**config.mk**
```make
export PLATFORM = sky130hd
export DESIGN_NAME = sobel_frame_ctrl
export DESIGN_NICKNAME = d
export VERILOG_FILES = /design/src/rtl/sobel_frame_ctrl.sv
export SDC_FILE = /design/constraint.sdc
export NUM_CORES = 1
export LEC_CHECK = 0
export ABC_AREA = 0
export ABC_CLOCK_PERIOD_IN_PS = 2060
export CORE_MARGIN = 10
export CORE_UTILIZATION = 30
export CTS_BUF_LIST = sky130_fd_sc_hd__clkbuf_4
export DETAILED_ROUTE_END_ITERATION = 10
export PLACE_DENSITY = 0.6
export SETUP_SLACK_MARGIN = 0.2
export SYNTH_ARGS = -nofsm -noshare
export SYNTH_HDL_FRONTEND = slang
export SYNTH_SLANG_ARGS = --single-unit
```
**constraint.sdc**
```tcl
create_clock -name InVideoClk -period 2.06 [get_ports InVideoClk]
set_input_delay 0.412 -clock InVideoClk [delete_from_list [all_inputs] [get_ports InVideoClk]]
set_output_delay 0.412 -clock InVideoClk [all_outputs]
set_load 0.05 [all_outputs]
```
**src/rtl/sobel_frame_ctrl.sv**
```systemverilog
// Frame-level controller for the Sobel edge pipeline: tracks pixel/line position,
// latches a per-frame threshold, delays Vs by the datapath latency and flags malformed frames.
module sobel_frame_ctrl #(
    parameter int IMAGE_W  = 640,
    parameter int IMAGE_H  = 480,
    parameter int PIPE_LAT = 12
) (
    input  logic        InVideoClk,
    input  logic        InVideoRstN,
    input  logic        InEnable,
    input  logic        InVideoVs,
    input  logic        InVideoDe,
    input  logic [7:0]  InThreshold,
    output logic        OutClr,
    output logic        OutVs,
    output logic [7:0]  OutThreshold,
    output logic [15:0] OutPixCnt,
    output logic [15:0] OutLineCnt,
    output logic        OutFrameDone,
    output logic [1:0]  OutState,
    output logic [2:0]  OutErr
);

    typedef enum logic [1:0] {
        IDLE    = 2'd0,
        WAIT_VS = 2'd1,
        ACTIVE  = 2'd2,
        DRAIN   = 2'd3
    } ctrlState_t;

    localparam logic [15:0] LINE_W     = 16'(IMAGE_W);
    localparam logic [15:0] LAST_LINE  = 16'(IMAGE_H - 1);
    localparam logic [4:0]  DRAIN_LAST = 5'(PIPE_LAT - 1);

    ctrlState_t          stateR;
    ctrlState_t          stateS;
    logic [PIPE_LAT-1:0] vsPipeR;
    logic                deR;
    logic [4:0]          drainR;
    logic [4:0]          drainS;
    logic [15:0]         pixS;
    logic [15:0]         lineS;
    logic                clrS;
    logic                doneS;
    logic [2:0]          errS;
    logic [7:0]          thrS;
    logic                vsRiseS;
    logic                deFallS;

    // The first Vs stage doubles as the previous-Vs sample for edge detection.
    assign vsRiseS  = InVideoVs & ~vsPipeR[0];
    assign deFallS  = deR & ~InVideoDe;
    assign OutVs    = vsPipeR[PIPE_LAT-1];
    assign OutState = stateR;

    // Next-state and next-output decode for the frame FSM.
    always_comb begin
        stateS = stateR;
        pixS   = OutPixCnt;
        lineS  = OutLineCnt;
        drainS = drainR;
        clrS   = 1'b0;
        doneS  = 1'b0;
        errS   = OutErr;
        thrS   = OutThreshold;
        if (!InEnable) begin
            stateS = IDLE;
            pixS   = 16'd0;
            lineS  = 16'd0;
            drainS = 5'd0;
        end else begin
            case (stateR)
                IDLE: begin
                    stateS = WAIT_VS;
                    errS   = 3'b000;
                end
                WAIT_VS: begin
                    if (InVideoDe) errS[1] = 1'b1;
                    else           errS[1] = OutErr[1];
                end
                ACTIVE: begin
                    if (vsRiseS) begin
                        errS[2] = 1'b1;
                    end else if (InVideoDe) begin
                        pixS = (OutPixCnt == 16'hFFFF) ? OutPixCnt : OutPixCnt + 16'd1;
                    end else if (deFallS) begin
                        if (OutPixCnt < LINE_W)      errS[0] = 1'b1;
                        else if (OutPixCnt > LINE_W) errS[1] = 1'b1;
                        else                         errS    = OutErr;
                        pixS  = 16'd0;
                        lineS = OutLineCnt + 16'd1;
                        if (OutLineCnt == LAST_LINE) begin
                            stateS = DRAIN;
                            drainS = 5'd0;
                        end else begin
                            stateS = ACTIVE;
                        end
                    end else begin
                        pixS = OutPixCnt;
                    end
                end
                DRAIN: begin
                    if (InVideoDe) errS[1] = 1'b1;
                    else           errS[1] = OutErr[1];
                    // A Vs edge here is deliberately ignored; the drain always runs to completion.
                    if (drainR == DRAIN_LAST) begin
                        doneS  = 1'b1;
                        stateS = WAIT_VS;
                        drainS = 5'd0;
                    end else begin
                        drainS = drainR + 5'd1;
                    end
                end
                default: begin
                    stateS = IDLE;
                end
            endcase
            if (vsRiseS && (stateR == WAIT_VS || stateR == ACTIVE)) begin
                stateS = ACTIVE;
                clrS   = 1'b1;
                thrS   = InThreshold;
                pixS   = 16'd0;
                lineS  = 16'd0;
            end else begin
                clrS = 1'b0;
            end
        end
    end

    // State, output and Vs delay-line registers with synchronous active-low reset.
    always_ff @(posedge InVideoClk) begin
        if (!InVideoRstN) begin
            stateR       <= IDLE;
            vsPipeR      <= '0;
            deR          <= 1'b0;
            drainR       <= 5'd0;
            OutClr       <= 1'b0;
            OutThreshold <= 8'd0;
            OutPixCnt    <= 16'd0;
            OutLineCnt   <= 16'd0;
            OutFrameDone <= 1'b0;
            OutErr       <= 3'b000;
        end else begin
            stateR       <= stateS;
            vsPipeR[0]   <= InVideoVs;
            for (int i = 1; i < PIPE_LAT; i++) begin
                vsPipeR[i] <= vsPipeR[i-1];
            end
            deR          <= InVideoDe;
            drainR       <= drainS;
            OutClr       <= clrS;
            OutThreshold <= thrS;
            OutPixCnt    <= pixS;
            OutLineCnt   <= lineS;
            OutFrameDone <= doneS;
            OutErr       <= errS;
        end
    end

endmodule

```
==> metrics.md <==
| Metric | Value |
|---|---|
| Final worst hold slack | around 400 ps |
| Critical Path Start Type | flop |
| Antenna violations before repair | 1 |
| Worst Slack Setup Final | 192.6 ps |
| Beginning of the worst register-to-register path | OutLineCnt[0] |
| Maximum clock path buffer count | 2 |
| Worst Path Max Fanout | 7 |
| Die boundary width | around 120 um |
| Synth Warn # | 0 |
| Crit path cell chain | ha_2 -> nor4b_4 -> a41oi_2 -> buf_4 -> or4_1 -> a21oi_1 |
| Worst reg2reg path endpoint | drainR[4] |
| Net count reported at finish | 470 |
| Overflow left after global routing | 0 |
| Number of detailed-routing iterations run before antenna repair | 4 |
| Syn-to-layout area delta | 39.25% |
| Tightest Pin Transition | between 500 and 600 ps |
| Per-instance average area after synthesis | 8.734 um^2 |
| Num rows | 37 |
| Number of cells on the worst hold path | 2 |
| Headroom to the max-slew limit | between 60% and 70% |
| Count of flip-flops with a built-in enable after synthesis | 0 |
| Post-layout power | approximately 0.0022 W |
| Vias after detailed routing | between 3000 and 4000 |
| IO buf count | 60 |
| Reg-to-reg setup timing slack | between 150 and 200 ps |
| Power density of the placed cells | just over 500 nW/um^2 |
| CP Buf/Inv Count | 1 |
| Part of the cycle the worst path needs | 90.65% |
| Sequential share of the synthesized area | a little over two fifths |
| Final hold vios | 0 |
| Cell class contributing the biggest share of worst-path delay | simple AND/OR/NAND/NOR gates |
| Ys async rst share | 0% |
| Primary FF master, synth | sky130_fd_sc_hd__dfxtp_1 |
| DRT antenna net count | 0 |
| Count of clock tree sinks | between 60 and 70 |
| Average detailed-routed wire length per instance | roughly 15 um |
| TritonCTS clock tree | done |
| Unique cell type count in the Yosys netlist | between 50 and 60 |
| Maximum clock frequency | between 500 and 600 MHz |
| Cell at the slowest stage of the critical path | sky130_fd_sc_hd__or4_1 |
| Maximum vdd drop | between 200 and 300 uV |
| Startpoint of the tightest hold check path | InVideoVs |
| Proportion of layout cells with a drive suffix above 1 | 26.21% |
| Synthesized instance count | approximately 360 |
| Total die area | roughly 15000 um^2 |
| Highest-count cells in the layout ignoring fill and taps | 48 x sky130_fd_sc_hd__dfxtp_1, 42 x sky130_fd_sc_hd__buf_4, 38 x sky130_fd_sc_hd__nand2_1 |
| Effective utilization at floorplan | a little under a third |
| Critical path capture point type | flop |
| Aggregate routed wire length | between 8000 and 9000 um |
| Number of global-route vias before repair | about 3000 |
| Global-route total usage across every layer | about an eighth |
| Placeable core region | between 10000 and 15000 um^2 |
| TritonCTS Buffers | 9 |
| # H-tree levels | 3 |
| Top-level port count | 61 |
| Worst slack after detailed placement | -349.7 ps |
| Arrival time at the worst endpoint | around 2200 ps |
| Final HPWL from detailed placement | around 6400 um |
| Finished layout cell area | between 4000 and 5000 um^2 |
| Endpoints failing setup | 0 |
| Required time reported for the critical path endpoint | roughly 2400 ps |
| Final Max Tran Viols | 0 |
| Vias/cell | between 5 and 6 |
| Drt initial violations | 131 |
| Tmin final | between 1500 and 2000 ps |
| Layout Utilization | between 40% and 50% |
| Most common library cell in the layout ignoring fill and taps | sky130_fd_sc_hd__dfxtp_1 |
| Clock slew at the register clock pins of the worst setup and hold paths | around 130 ps |
| Worst Reg-to-Reg Cells | 6 |
| RSZ-0062 raised after global routing | yes |
| Maximum Capacitance Violations | 0 |
| Final weighted congestion in routability-driven placement | 0.8346 |
| Category of the critical setup timing path | reg -> reg |
| Placed Area | ~4100 um^2 |
| Leakage | between 1.5 and 2 nW |
| Crit-path max cell delay | between 500 and 600 ps |
| Endpoint of the worst hold-timing path | vsPipeR[0] |
| Flops & latches, synth | 65 |
| Die Y-Extent | between 100 and 150 um |
| DRC violation count after routing | 0 |
| Cell area after synthesis | 3118 um^2 |
| Clock latency reported for the late side of the worst-skew pair | between 400 and 500 ps |
| Status | finished, final reports clean |
| Buffer cell driving the clock tree root | sky130_fd_sc_hd__clkbuf_4 |
| Post-synth net total | ~380 |
| First-pass GRT wire length | between 10000 and 15000 um |
| Hold Path Class | in -> reg |
| Instance count on the critical path | 6 |
| Largest clock skew in the final design | around 18 ps |
| Pin count of the biggest net entering global routing | 26 |
registers in the layout, indices dropped and copies added (netlist names), 2 cells and up:
name          flops
OutLineCnt       16
OutPixCnt        16
vsPipeR          12
OutThreshold      8
drainR            5
OutErr            3
OutState          2
final cells by class:
class	instances	area [um^2]
Fill cell	1062	5889
Multi-Input combinational cell	261	1864
Sequential cell	65	1338
Timing Repair Buffer	99	800.8
Tap cell	136	170.2
Clock buffer	9	67.56
Inverter	13	53.80
Clock inverter	7	45.04
Antenna cell	1	2.502
through the flow:
step           cells  TNS, ps
2_1_floorplan    357        0
3_3_place_gp     568    -4663
3_5_place_dp     568    -5490
4_1_cts          587        0
5_1_grt          591        0
6_report         591        0
synthesized netlist by cell type, types with 3 or more instances:
cell                       instances  area share [%]
sky130_fd_sc_hd__nand3b_1          8             1.9
sky130_fd_sc_hd__nand2b_1          6             1.2
sky130_fd_sc_hd__nand2_1          39             4.7
sky130_fd_sc_hd__mux2i_1          14             4.5
sky130_fd_sc_hd__a21boi_0          8             1.9
sky130_fd_sc_hd__o21a_1            3            0.72
sky130_fd_sc_hd__and3_1            5             1.0
sky130_fd_sc_hd__a211oi_1          8             1.9
sky130_fd_sc_hd__nor2_1           12             1.4
sky130_fd_sc_hd__dfxtp_1          65              42
sky130_fd_sc_hd__o21ai_0           9             1.4
sky130_fd_sc_hd__nand3_1          25             4.0
sky130_fd_sc_hd__xor2_1            4             1.1
sky130_fd_sc_hd__or3_1             6             1.2
sky130_fd_sc_hd__nor2b_1           3            0.60
sky130_fd_sc_hd__nand4_1           6             1.2
sky130_fd_sc_hd__nor3_1            6            0.96
sky130_fd_sc_hd__clkbuf_1         17             2.0
sky130_fd_sc_hd__o31ai_1           9             2.2
sky130_fd_sc_hd__ha_1              8             3.2
sky130_fd_sc_hd__or4_1            12             2.9
sky130_fd_sc_hd__and2_1           18             3.6
sky130_fd_sc_hd__nor4_1            5             1.0
sky130_fd_sc_hd__inv_1            12             1.4
sky130_fd_sc_hd__a21oi_1          17             2.7
worst max path at each step:
stage                    from        endpoint  slack, ps
3_5_place_dp        InVideoDe  OutLineCnt[15]       -350
5_1_grt         OutLineCnt[0]       drainR[4]         90
3_3_place_gp        InVideoDe  OutLineCnt[15]       -300
4_1_cts        OutLineCnt[12]  OutLineCnt[12]        120
6_report        OutLineCnt[0]       drainR[4]        190
2_1_floorplan     OutState[0]    OutPixCnt[6]        170
worst reg2reg max path, stage by stage, from the launching register on:
cell and delay, ps:
sky130_fd_sc_hd__dfxtp_4 380, sky130_fd_sc_hd__ha_2 190, sky130_fd_sc_hd__nor4b_4 230, sky130_fd_sc_hd__a41oi_2 160, sky130_fd_sc_hd__buf_4 190, sky130_fd_sc_hd__or4_1 510
sky130_fd_sc_hd__a21oi_1 120
power by group:
part	total, W	internal [W]	switching (W)	leakage [nW]
Combinational	0.000186	0.0000813	0.000104	1.04
Clock	0.000745	0.000246	0.000498	0.0641
Sequential	0.00127	0.00126	0.00000742	0.535
metal layers:
| layer | up-vias | track usage, % | routed length, um | part of all wire [%] |
|---|---|---|---|---|
| li1 | 1502 | - | - | - |
| met3 | 11 | 4.024 | 549 | 6.2 |
| met5 | - | 0 | 0 | 0 |
| met2 | 64 | 18.81 | 4068 | 46 |
| met4 | 0 | 4.844 | 104 | 1.2 |
| met1 | 1432 | 14.90 | 4144 | 47 |
kinds of logic after synthesis:
group           synth area share [%]
compound gates                 16.05
simple gates                   29.25
mux                            4.494
buf+inv                        4.133
fa+ha+maj                      3.210
flops                          41.73
xor+xnor                       1.123
timing repair:
action	in CTS	in global routing
hold buffers	0	0
gates resized for setup	52	39
setup endpoints to repair	54	34
gates cloned	1	0
endpoints found under the hold margin	0	0
pin swaps	6	4
buffers inserted	2	3
No activity file was read; power rests on OpenSTA's default activity.
